## src/rtl/xlr8_xb_pin_arb_pkg.sv

```systemverilog
// Shared types and constants for the XB pin arbiter: per-pin state encoding,
// owner-index width helper and release hold-off counter width.
package xlr8_xb_pin_arb_pkg;

   typedef enum logic [1:0] {
      FREE      = 2'd0,
      OWNED     = 2'd1,
      RELEASING = 2'd2
   } pin_state_t;

   localparam int REL_CNT_W = 4;

   function automatic int own_w(input int n);
      return (n <= 1) ? 1 : $clog2(n);
   endfunction

endpackage

```

## src/rtl/xlr8_xb_pin_owner.sv

```systemverilog
// One pin's ownership FSM: claim by lowest requester, hold-off on release,
// registered override outputs from the next owner, sticky conflict flag.
module xlr8_xb_pin_owner
   import xlr8_xb_pin_arb_pkg::*;
#(
   parameter int NUM_XBS        = 4,
   parameter int RELEASE_CYCLES = 2,
   parameter int OWN_W          = 2
) (
   input  logic               clk,
   input  logic               rst,
   input  logic [NUM_XBS-1:0] ddoe_i,
   input  logic [NUM_XBS-1:0] ddov_i,
   input  logic [NUM_XBS-1:0] pvoe_i,
   input  logic [NUM_XBS-1:0] pvov_i,
   input  logic               conflict_clr,
   output logic               ddoe_o,
   output logic               ddov_o,
   output logic               pvoe_o,
   output logic               pvov_o,
   output logic               owned_o,
   output logic [OWN_W-1:0]   owner_o,
   output logic               conflict_o,
   output logic               conflict_det_o
);

   localparam logic [REL_CNT_W-1:0] CNT_INIT =
      REL_CNT_W'((RELEASE_CYCLES == 0) ? 0 : RELEASE_CYCLES - 1);

   logic [NUM_XBS-1:0]   req, own_mask;
   logic [OWN_W-1:0]     low_idx;
   logic                 owner_req, other_req, conflict_det;
   pin_state_t           state_q, state_d;
   logic [OWN_W-1:0]     owner_q, owner_d;
   logic [REL_CNT_W-1:0] cnt_q, cnt_d;
   logic                 ddoe_q, ddoe_d, ddov_q, ddov_d;
   logic                 pvoe_q, pvoe_d, pvov_q, pvov_d;
   logic                 conflict_q, conflict_d;

   always_comb begin
      req     = ddoe_i | pvoe_i;
      low_idx = '0;
      for (int i = NUM_XBS - 1; i >= 0; i--) begin
         if (req[i]) low_idx = OWN_W'(i);
      end
      own_mask = '0;
      for (int i = 0; i < NUM_XBS; i++) own_mask[i] = (int'(owner_q) == i);
      owner_req = |(req & own_mask);
      other_req = |(req & ~own_mask);

      state_d      = state_q;
      owner_d      = owner_q;
      cnt_d        = cnt_q;
      conflict_det = 1'b0;
      case (state_q)
         FREE: begin
            conflict_det = ($countones(req) > 1);
            if (|req) begin
               state_d = OWNED;
               owner_d = low_idx;
            end
         end
         OWNED: begin
            conflict_det = other_req;
            if (!owner_req) begin
               if (RELEASE_CYCLES == 0) begin
                  state_d = FREE;
                  owner_d = '0;
               end else begin
                  state_d = RELEASING;
                  cnt_d   = CNT_INIT;
               end
            end
         end
         RELEASING: begin
            // Only the previous owner may reclaim during the hold-off.
            conflict_det = other_req;
            if (owner_req) begin
               state_d = OWNED;
            end else if (cnt_q == '0) begin
               state_d = FREE;
               owner_d = '0;
            end else begin
               cnt_d = cnt_q - REL_CNT_W'(1);
            end
         end
         default: begin
            state_d = FREE;
            owner_d = '0;
         end
      endcase

      ddoe_d = 1'b0;
      ddov_d = 1'b0;
      pvoe_d = 1'b0;
      pvov_d = 1'b0;
      if (state_d == OWNED) begin
         for (int i = 0; i < NUM_XBS; i++) begin
            if (int'(owner_d) == i) begin
               ddoe_d = ddoe_i[i];
               ddov_d = ddoe_i[i] & ddov_i[i];
               pvoe_d = pvoe_i[i];
               pvov_d = pvoe_i[i] & pvov_i[i];
            end
         end
      end
      conflict_d = conflict_det | (conflict_q & ~conflict_clr);
   end

   always_ff @(posedge clk or posedge rst) begin
      if (rst) begin
         state_q    <= FREE;
         owner_q    <= '0;
         cnt_q      <= '0;
         ddoe_q     <= 1'b0;
         ddov_q     <= 1'b0;
         pvoe_q     <= 1'b0;
         pvov_q     <= 1'b0;
         conflict_q <= 1'b0;
      end else begin
         state_q    <= state_d;
         owner_q    <= owner_d;
         cnt_q      <= cnt_d;
         ddoe_q     <= ddoe_d;
         ddov_q     <= ddov_d;
         pvoe_q     <= pvoe_d;
         pvov_q     <= pvov_d;
         conflict_q <= conflict_d;
      end
   end

   assign ddoe_o         = ddoe_q;
   assign ddov_o         = ddov_q;
   assign pvoe_o         = pvoe_q;
   assign pvov_o         = pvov_q;
   assign owned_o        = (state_q == OWNED);
   assign owner_o        = owner_q;
   assign conflict_o     = conflict_q;
   assign conflict_det_o = conflict_det;

endmodule

```

## src/rtl/xlr8_xb_pin_arbiter.sv

```systemverilog
// XB pin mux with per-pin ownership arbitration. Optional saturating conflict
// counter enabled by defining XB_PIN_ARB_CONFLICT_CNT_EN.
module xlr8_xb_pin_arbiter
   import xlr8_xb_pin_arb_pkg::*;
#(
   parameter int NUM_PINS       = 20,
   parameter int NUM_XBS        = 4,
   parameter int RELEASE_CYCLES = 2
) (
   input  logic                                        clk,
   input  logic                                        rst,
   input  logic [NUM_XBS-1:0][NUM_PINS-1:0]            xbs_ddoe,
   input  logic [NUM_XBS-1:0][NUM_PINS-1:0]            xbs_ddov,
   input  logic [NUM_XBS-1:0][NUM_PINS-1:0]            xbs_pvoe,
   input  logic [NUM_XBS-1:0][NUM_PINS-1:0]            xbs_pvov,
   input  logic                                        conflict_clr,
   output logic [NUM_PINS-1:0]                         xb_ddoe,
   output logic [NUM_PINS-1:0]                         xb_ddov,
   output logic [NUM_PINS-1:0]                         xb_pvoe,
   output logic [NUM_PINS-1:0]                         xb_pvov,
   output logic [NUM_PINS-1:0]                         xb_owned,
   output logic [NUM_PINS-1:0][own_w(NUM_XBS)-1:0]     xb_owner,
   output logic [NUM_PINS-1:0]                         xb_conflict,
   output logic [7:0]                                  conflict_cnt
);

   localparam int OWN_W = own_w(NUM_XBS);

   logic [NUM_PINS-1:0][NUM_XBS-1:0] ddoe_t, ddov_t, pvoe_t, pvov_t;
   logic [NUM_PINS-1:0]              conflict_det;

   always_comb begin
      for (int p = 0; p < NUM_PINS; p++) begin
         for (int i = 0; i < NUM_XBS; i++) begin
            ddoe_t[p][i] = xbs_ddoe[i][p];
            ddov_t[p][i] = xbs_ddov[i][p];
            pvoe_t[p][i] = xbs_pvoe[i][p];
            pvov_t[p][i] = xbs_pvov[i][p];
         end
      end
   end

   for (genvar p = 0; p < NUM_PINS; p++) begin : g_pin
      xlr8_xb_pin_owner #(
         .NUM_XBS        (NUM_XBS),
         .RELEASE_CYCLES (RELEASE_CYCLES),
         .OWN_W          (OWN_W)
      ) u_owner (
         .clk            (clk),
         .rst            (rst),
         .ddoe_i         (ddoe_t[p]),
         .ddov_i         (ddov_t[p]),
         .pvoe_i         (pvoe_t[p]),
         .pvov_i         (pvov_t[p]),
         .conflict_clr   (conflict_clr),
         .ddoe_o         (xb_ddoe[p]),
         .ddov_o         (xb_ddov[p]),
         .pvoe_o         (xb_pvoe[p]),
         .pvov_o         (xb_pvov[p]),
         .owned_o        (xb_owned[p]),
         .owner_o        (xb_owner[p]),
         .conflict_o     (xb_conflict[p]),
         .conflict_det_o (conflict_det[p])
      );
   end

`ifdef XB_PIN_ARB_CONFLICT_CNT_EN
   logic       any_conflict;
   logic [7:0] conflict_cnt_q, conflict_cnt_d;

   function automatic logic [7:0] sat_inc(input logic [7:0] v);
      return (v == 8'hFF) ? v : v + 8'd1;
   endfunction

   // A conflict in the same cycle as a clear still counts.
   always_comb begin
      any_conflict   = |conflict_det;
      conflict_cnt_d = conflict_cnt_q;
      if (any_conflict) conflict_cnt_d = sat_inc(conflict_cnt_q);
      else if (conflict_clr) conflict_cnt_d = 8'h0;
   end

   always_ff @(posedge clk or posedge rst) begin
      if (rst) conflict_cnt_q <= 8'h0;
      else     conflict_cnt_q <= conflict_cnt_d;
   end

   assign conflict_cnt = conflict_cnt_q;
`else
   logic unused_conflict_det;
   assign unused_conflict_det = |conflict_det;
   assign conflict_cnt        = 8'h0;
`endif

endmodule

```

## config.mk

```make
export PLATFORM = sky130hd
export DESIGN_NAME = xlr8_xb_pin_arbiter
export DESIGN_NICKNAME = d
export VERILOG_FILES = /design/src/rtl/xlr8_xb_pin_arb_pkg.sv /design/src/rtl/xlr8_xb_pin_owner.sv /design/src/rtl/xlr8_xb_pin_arbiter.sv
export SDC_FILE = /design/constraint.sdc
export NUM_CORES = 1
export LEC_CHECK = 0
export ABC_AREA = 1
export BUFFER_PORTS_ARGS = -buffer_cell sky130_fd_sc_hd__buf_2
export CAP_MARGIN = 25
export CORE_AREA = 2 2 245 247
export DETAILED_ROUTE_END_ITERATION = 6
export DIE_AREA = 0 0 247 249
export SYNTH_ARGS = -nofsm -noshare
export SYNTH_HDL_FRONTEND = slang
export SYNTH_SLANG_ARGS = --single-unit
```

## constraint.sdc

```tcl
create_clock -name clk -period 11.8 [get_ports clk]
set_input_delay 1.77 -clock clk [delete_from_list [all_inputs] [get_ports clk]]
set_output_delay 1.77 -clock clk [all_outputs]
set_load 0.1 [all_outputs]
```

-- Yosys cells after proc, flatten, opt, wreduce, memory -nomap -nowiden
Index checks and enable logic that the tools add are counted.
- bits in registers: 260
- input port bits: 323
- output and inout bits: 168
- word-level logic and storage cells: 1741
- add/subtract/negate cells: 80
- $lt $le $gt $ge: 20
- equal/unequal tests: 240
- mux-type cells: 760
- bitwise operators: 281
- reduce and logical (&&, ||, !) cells: 200
- operators by type and width (kind ; count):
    32-bit adder ; 20
    32-bit by 2-bit > comparator with 1-bit output, second input constant ; 20
    2-bit 2-to-1 mux ; 220
    1-bit 2-to-1 mux ; 400
    4-bit 2-to-1 mux ; 60
    2-bit case mux with 3 select lines ; 40
    4-bit OR reduction ; 60
    2-bit equality test, second input constant ; 100
    1-bit AND ; 180
    4-bit AND ; 40
    2-bit by 1-bit equality test with 1-bit output, second input constant ; 80
    4-bit case mux with 2 select lines ; 20
    2-bit logical NOT ; 60
    2-bit inequality test, second input constant ; 60
    1-bit by 1-bit adder with 2-bit output ; 40
    4-bit logical NOT ; 20
    4-bit inverter ; 20
    4-bit OR ; 20
    4-bit AND reduction ; 20
    4-bit by 1-bit subtractor with 4-bit output, second input constant ; 20
    1-bit case mux with 2 select lines ; 20
    2-bit nonzero test ; 20
    2-bit OR reduction ; 20
    1-bit OR ; 20
    1-bit inverter ; 1

-- Depth between registers and ports, before layout
Gate-level depths: netlist (run 1).
- word-level depth: 13
- gate-level depth with buffers: 17
- mapped depth without buffers: 17

-- Hierarchy
From an unflattened synthesis (run 1), not the netlist that was laid out.
- cells, all modules: 3108
- area total of the unflattened synthesis: 22002.4 um^2
- modules (own cells, without submodules) (module ; times used ; cells an instance ; area each (um^2) ; sequential area each (um^2)):
    xlr8_xb_pin_owner at g_pin[0].u_owner ... ; 13 ; 149 ; 1081.0 ; 325.3
    xlr8_xb_pin_owner at g_pin[3].u_owner ... ; 5 ; 164 ; 1103.6 ; 325.3
    xlr8_xb_pin_owner at g_pin[8].u_owner ... ; 2 ; 171 ; 1183.6 ; 325.3
    xlr8_xb_pin_arbiter ; 1 ; 9 ; 63.8 ; 0.0

-- Worst setup path after synthesis (run 1)
OpenSTA, ideal clock, no wires.
- kind: input to register
- start: in xbs_pvoe[15] (netlist name)
- end: reg g_pin[15].u_owner.ddov_q
- library setup time: 113 ps
- data arrival time: 3156 ps
- data required time: 11687 ps
- path slack: 8531 ps
- cell stages on the path: 13
- buffers on the path: 0
- cell sequence: nor2_1 -> ha_1 -> nand3_1 -> o22ai_1 -> nand2_1 -> nand2_1 -> nand2_2 -> nor2_1 -> nand2_1 -> o21ai_0 -> nor2_1 -> nand2_1 -> inv_1
- longest elaborated chain between the ends: 11
- elaborated cells on any way between the ends: 22
- classes of those cells: eq/ne: 4; mux: 13; bitwise: 2; reduce/logical: 3
- ends and longest elaborated chain (element ; line ; source):
    from (decl) ; xlr8_xb_pin_arbiter.sv:14 ; input logic [NUM_XBS-1:0][NUM_PINS-1:0] xbs_pvoe,
    4-bit OR (*) ; xlr8_xb_pin_owner.sv:41 ; req = ddoe_i | pvoe_i;
    4-bit AND ; xlr8_xb_pin_owner.sv:48 ; owner_req = |(req & own_mask);
    4-bit OR reduction ; xlr8_xb_pin_owner.sv:48 ;
    2-bit 2-to-1 mux ; xlr8_xb_pin_owner.sv:78 ; if (owner_req) begin
    2-bit case mux with 3 select lines ; xlr8_xb_pin_owner.sv:55 ; case (state_q)
    2-bit logical NOT ; xlr8_xb_pin_owner.sv:99 ; if (int'(owner_d) == i) begin
    1-bit 2-to-1 mux (4 in series) ; xlr8_xb_pin_owner.sv:99 ;
    1-bit 2-to-1 mux (*) ; xlr8_xb_pin_owner.sv:97 ; if (state_d == OWNED) begin
    named net g_pin[15].u_owner.ddov_d ; xlr8_xb_pin_owner.sv:36 ; logic ddoe_q, ddoe_d, ddov_q, ddov_d;
    to (signal assigned) ; xlr8_xb_pin_owner.sv:125 ; ddov_q <= ddov_d;
    to (decl) ; xlr8_xb_pin_owner.sv:36 ;
Mark *: on every way through the listed nets, which the timed path passes. The rest lies on a longest branch.
A chain may end at the register's enable or synchronous reset.

-- Final worst setup path (run 1)
- start: reg g_pin[8].u_owner.state_q[1]
- end: out xb_owned[8]
- longest elaborated chain between the ends: 1
- ends and longest elaborated chain (element ; line ; source):
    from (decl) ; xlr8_xb_pin_owner.sv:33 ; pin_state_t state_q, state_d;
    from (signal assigned) ; xlr8_xb_pin_owner.sv:121 ; state_q <= state_d;
    2-bit by 1-bit equality test with 1-bit output ; xlr8_xb_pin_owner.sv:136 ; assign owned_o = (state_q == OWNED);
    to (decl) ; xlr8_xb_pin_arbiter.sv:21 ; output logic [NUM_PINS-1:0] xb_owned,
Every way passes these cells.

==> results of run 1 <==
[worst min-delay path by stage]
stage	startpoint	end	slack, ns	cells past startpoint
after floorplan	g_pin[16].u_owner.cnt_q[1]	g_pin[16].u_owner.cnt_q[1]	0.45	2
after global placement	g_pin[16].u_owner.cnt_q[1]	g_pin[16].u_owner.cnt_q[1]	0.47	2
after detailed placement	g_pin[7].u_owner.cnt_q[1]	g_pin[7].u_owner.cnt_q[1]	0.48	2
after CTS	g_pin[7].u_owner.cnt_q[1]	g_pin[7].u_owner.cnt_q[1]	0.49	2
after global routing	g_pin[16].u_owner.cnt_q[0]	g_pin[16].u_owner.cnt_q[0]	0.52	1
final	g_pin[6].u_owner.cnt_q[1]	g_pin[6].u_owner.cnt_q[1]	0.48	2
[kinds of logic after synthesis]
family	count (synthesis)	share of synthesized area [%]
AOI/OAI and AO/OA	551	13.11
xor gates and xnor gates	26	0.9740
adders and majority gates	200	11.35
buffers and inverters	846	15.85
DFF	260	27.83
other	1	0.01604
and+or+nand+nor	1660	30.88
[flip-flops by register name (all words and copies together) (netlist names)]
| register | count |
|---|---|
| g_pin.u_owner.pvoe_o | 20 |
| g_pin.u_owner.pvov_o | 20 |
| g_pin.u_owner.owner_o | 40 |
| g_pin.u_owner.ddov_o | 20 |
| g_pin.u_owner.cnt_q | 80 |
| g_pin.u_owner.conflict_o | 20 |
| g_pin.u_owner.ddoe_o | 20 |
| g_pin.u_owner.state_q | 40 |
[power breakdown]
part / internal [mW] / total (mW) / leakage, nW / switching [mW]
registers: 1.22 / 1.47 / 3.35 / 0.254
clock network: 0.656 / 1.10 / 0.594 / 0.439
logic: 1.08 / 4.43 / 11.3 / 3.35
[synthesized netlist by cell type (all sizes together) (10+ instances only)]
library cell    n  area (µm²)
o22ai          24       150.1
nor3           35       185.2
a21oi         214        1071
nand2         917        3572
or2            10       62.56
o21ai         219        1104
a31oi          21       131.4
o211ai         24       190.2
fa             20       400.4
o41ai          15       131.4
dfrtp         260        6506
ha            180        2252
inv           696        2613
xor2           25       219.0
nand4          19       118.9
o31ai          12       90.09
buf           145        1074
nand3         299        1582
nor2          368        1609
[stage by stage]
step / util, % / area, µm² / hold slack [ns]
after global routing: 45.86 / 26920 / 0.5168
after global placement: 43.84 / 25720 / 0.4684
final: 45.86 / 26920 / 0.4844
after detailed placement: 43.84 / 25720 / 0.4770
after floorplan: - / 23410 / 0.4517
after CTS: 45.86 / 26910 / 0.4887
[layer usage]
layer	up-vias	GRT usage, %	part of all wire, %	wire length [µm]
met2	484	33.21	47	28660
met3	100	3.534	5.3	3254
met4	0	6.248	2.7	1649
met5	-	0	0	0
li1	11820	-	-	-
met1	10160	25.31	45	27950
[area by class of cell]
type / count / area, µm²
antenna: 2 / 5.005
clock buffer: 52 / 1072
clock inverter: 15 / 113.9
fill: 6183 / 31770
inverter: 697 / 2624
multi-input combinational: 2445 / 13200
sequential: 260 / 6506
tap: 773 / 967.2
timing repair buffer: 483 / 2432
[critical path, stage by stage (launching register included)]
cell     delay [ns]
dfrtp_1        0.42
inv_1          0.11
ha_1           0.31
buf_2          0.52
==> results.md, run 1 <==
- Total gr overflow: 0
- Final setup viols: 0
- Clock Tree Buf Depth: 3
- Number of hold buffers added after CTS: 0
- Synth warn: 0
- Period utilisation layout: 31.20%
- Main synth FF type: dfrtp_1
- Netlist cell types: 51
- Setup_tns: 0 ns
- Clk Latency, worst-skew pair: 0.54 ns
- Area growth from synthesis to layout: 15.12%
- Worst-path clk slew: 0.06 ns
- CP Launch Point: g_pin[8].u_owner.state_q[1]
- R2R Path Start: g_pin[16].u_owner.state_q[0]
- Initial drt markers: 1259
- Clock Skew: 0.01683 ns
- Measured slew at the worst slew-check pin: 0.9729 ns
- Worst R2R End: g_pin[16].u_owner.ddov_o
- Fin crit period: 3.682 ns
- CTS tree: done
- Max-cap violations: 0
- Post CTS Setup Buffer Count: 0
- Fin cells: 4727
- WS Path Type: reg -> out
- Post-synth EDFFs: 0
- Io pins: 491
- CTS Buf Count: 37
- Die H: 249 µm
- Peak supply drop: 0.1792 mV
- Routed len/inst: 13.01 µm
- Worst Setup End Kind: primary output
- Antenna violations before repair: 2
- First-pass GRT wire length: 102300 µm
- Flop-to-flop setup slack: 9.57 ns
- Leak pwr: 15.27 nW
- Status: completed
- Port-buffer cells: 482
- Crit-path max FO: 7
- Nets: 4447
- Fin. max-slew vios: 0
- Core Area: 58690 µm²
- Power Total: 6.998 mW
- Fin. Hold Viols: 0
- Commonest cells after routing, fill and taps aside: 881 x nand2_1, 667 x inv_1, 482 x buf_2
- # clock sinks: 260
- FP Rows: 89
- Tot GR Track Use: 19.67%
- CTS H-tree depth: 2
- Routed via count: 22560
- Root Buffer: clkbuf_16
- Cells after synthesis: 3544
- P per Cell Area: 260.0 nW/µm²
- Number of synthesized register bits: 260
- Total Die Area: 61500 µm²
- Largest net degree at the start of global routing: 158
- Critical Path RT: 10.03 ns
- Avg Synthesized Cell Area: 6.597 µm²
- Pre-CTS setup slack: 8.072 ns
- RSZ-0062 raised after global routing: no
- Drt via density: 4.773
- Antenna Nets Post-Route: 0
- Number of global-route vias before repair: 21480
- Width of the die: 247 µm
- Final HPWL DP: 48310 µm
- Fmax: 271.6 MHz
- Asr flop ratio synth: 100.0%
- DRC Markers: 0
- End point of the critical path: xb_owned[8]
- Slew HR: 35.14%
- Post-cts gate resize count: 0
- Worst path arrival time: 1.91 ns
- Starting Density: 39.84%
- Hold Crit Class: reg -> reg
- Placed Cells incl. Taps: 4658
- Drt pass-1 iters: 6
- R2R cell count: 13
- Seq/Total Area, Yosys: 27.83%
- Critical path launch point type: flip-flop
- Post-Synthesis Cell Area: 23380 µm²
- Share of layout cells above drive strength 1: 17.76%
- GP Congestion: 0.9045
- Leading cell type in the layout, fill and taps excluded: nand2_1
- Routed wire length: 61520 µm
- Setup ws final: 8.118 ns
No activity file was read; power rests on OpenSTA's default activity.
==> run 2: changes to the inputs <==
- clock period: 11.8 -> 3 ns (I/O delays scaled with it)
==> run 2 against run 1 <==
Combinational power increased to 3.9 times the previous value. Wire length is essentially flat. Global-route usage down 0.14 points. Clock power increased to 4.0 times the previous value. Clock skew hardly changed. Hold slack worse by 0.31 ns. First-iteration DRC count down 1.6%. Power grew to 3.9 times the previous value. Non-clock buffer count is 4 higher. Sequential share of layout area decreased by 0.065 points. Clock-buffer cell count fell by 2. Via count shrank 0.29%. Highest routed layer unchanged.
==> results.md, run 2 (synthesized netlist as in run 1, its figures left out) <==
- Total Die Area: 61500 µm² (unchanged)
- Antenna Nets Post-Route: 0 (unchanged)
- Routed via count: 22490 (-0.29%)
- Number of global-route vias before repair: 20950 (-2.4%)
- Clock Tree Buf Depth: 3 (unchanged)
- Area growth from synthesis to layout: 15.43%
- Worst-path clk slew: 0.06 ns (about the same)
- Core Area: 58690 µm² (unchanged)
- Slew HR: 47.17% (+12 points)
- Drt pass-1 iters: 5 (-1)
- RSZ-0062 raised after global routing: no
- Worst hold path stage count: 3 (+1)
- DRC Markers: 0 (unchanged)
- Measured slew at the worst slew-check pin: 0.7925 ns (-0.1804 ns)
- Hold_sp: xbs_pvoe[31]
- Critical Path RT: 2.55 ns (-7.48 ns)
- Total gr overflow: 0 (unchanged)
- GP Congestion: 0.9235 (+2.1%)
- Initial drt markers: 1239 (-1.6%)
- Largest net degree at the start of global routing: 127 (-20%)
- Root Buffer: clkbuf_16
- Final setup viols: 0 (unchanged)
- Pre-CTS setup slack: 0.6257 ns (-7.446 ns)
- Setup ws final: 0.6503 ns (-7.468 ns)
- Fin. max-slew vios: 0 (unchanged)
- CTS tree: done
- WS Path Type: reg -> out
- Peak supply drop: 0.6697 mV (+270%)
- Clk Latency, worst-skew pair: 0.54 ns (about the same)
- Leading cell type in the layout, fill and taps excluded: nand2_1
- Clock Skew: 0.01680 ns (-0.00003110 ns)
- Fillers: 6082 (-1.6%)
- Drt via density: 4.754 (-0.40%)
- Port-buffer cells: 482 (unchanged)
- Multi-input logic area: 13200 µm² (unchanged)
- Max-cap violations: 0 (unchanged)
- Fmax: 425.6 MHz
- Nets: 4450 (+0.067%)
- Status: completed
- Worst Hold Margin: 0.1780 ns (-0.3064 ns)
- Antenna violations before repair: 4 (+2)
- Most flops, register: g_pin.u_owner.cnt_q
- Crit-path max FO: 9 (+2)
- Leak pwr: 15.30 nW (+0.19%)
- CTS Buf Count: 36 (-2.7%)
- Worst R2R End: g_pin[16].u_owner.pvov_o
- Flop-to-flop setup slack: 0.79 ns (-8.78 ns)
- Starting Density: 39.84% (unchanged)
- R2R cell count: 13 (unchanged)
- Largest register FFs: 80 (unchanged)
- Die H: 249 µm (unchanged)
- Fin. Hold Viols: 0 (unchanged)
- Hold EP: g_pin[11].u_owner.pvoe_o
- R2R Path Start: g_pin[16].u_owner.state_q[0]
- Post-route cell area: 26990 µm² (+0.27%)
- Commonest cells after routing, fill and taps aside: 881 x nand2_1, 667 x inv_1, 482 x buf_2
- First-pass GRT wire length: 101000 µm (-1.3%)
- Io pins: 491 (unchanged)
- Post CTS Setup Buffer Count: 0 (unchanged)
- P per Cell Area: 1024 nW/µm² (+290%)
- Routed wire length: 61500 µm (about the same)
- Width of the die: 247 µm (unchanged)
- Final HPWL DP: 48990 µm (+1.4%)
- CTS H-tree depth: 2 (unchanged)
- Tot GR Track Use: 19.53% (-0.14 points)
- Critical path launch point type: flip-flop
- # clock sinks: 260 (unchanged)
- FP Rows: 89 (unchanged)
- Routed len/inst: 13.00 µm (-0.13%)
- Period utilisation layout: 78.32%
- Hold Crit Class: in -> reg
- Fin crit period: 2.350 ns
- Worst path arrival time: 1.90 ns (about the same)
- Sequential cell area: 6506 µm² (unchanged)
- DP Area: 25760 µm² (+0.12%)
- Share of layout cells above drive strength 1: 17.75% (about the same)
- Worst Setup End Kind: primary output
-- run 2: changes by cell type in the layout (fill, tap and decap cells not counted) --
cell,before,now
bufinv_16,1,4
buf_12,1,2
dlygate4sd3_1,0,1
clkinv_4,1,0
inv_8,1,0
buf_4,0,2
clkbuf_1,6,8
diode_2,2,4
clkbuf_8,9,5
-- run 2: per-stage QoR --
stage,total power [mW],utilization [%],std cells,TNS [ns]
after global routing,29.93,45.99,4732,0
after floorplan,20.73,-,3551,-228.17
final,27.64,45.99,4732,0
after global placement,23.29,43.89,4661,0
after detailed placement,23.27,43.89,4661,0
after CTS,27.90,45.97,4728,0
-- run 2: how the worst max path moves through the flow --
| stage | startpoint | end | slack, ns | depth (start not counted) |
|---|---|---|---|---|
| 3_5_place_dp | xbs_pvoe[15] | g_pin[15].u_owner.ddov_o | 0.63 | 14 |
| 6_report | g_pin[10].u_owner.state_q[1] | xb_owned[10] | 0.65 | 3 |
| 2_1_floorplan | rst | g_pin[0].u_owner.cnt_q[0] | -0.88 | 1 |
| 3_3_place_gp | xbs_pvoe[21] | g_pin[1].u_owner.ddov_o | 0.63 | 15 |
| 5_1_grt | g_pin[16].u_owner.state_q[0] | g_pin[16].u_owner.pvov_o | 0.49 | 13 |
| 4_1_cts | g_pin[0].u_owner.state_q[1] | xb_owned[0] | 0.61 | 3 |
-- run 2: per-layer routing --
metal  wire, µm  GRT usage (%)
met1      28130          25.81
met2      28650          32.85
met3       3154          2.769
met4       1566          5.904
met5          0              0
-- run 2: power breakdown --
group	switching (mW)	leakage (nW)	internal (mW)
combinational	13.1	11.3	4.26
sequential	1.01	3.35	4.79
clock	1.71	0.606	2.74
-- run 2: worst max-delay path, cell delays in order (launching register included) --
cell and delay [ns]:
dfrtp_1 0.40, inv_1 0.12, ha_1 0.35, buf_2 0.49
-- run 2: area by class of cell --
class	count	area share, %
sequential	260	24.11
multi-input combinational	2445	48.89
clock inverter	16	0.6954
tap	773	3.584
antenna	4	0.03709
timing repair buffer	487	9.179
clock buffer	50	3.797
inverter	697	9.708
-- run 2: repair_timing --
action                    CTS  global route
hold endpoints to repair    8             0
hold buffers                1             0
gates resized for setup     0             0
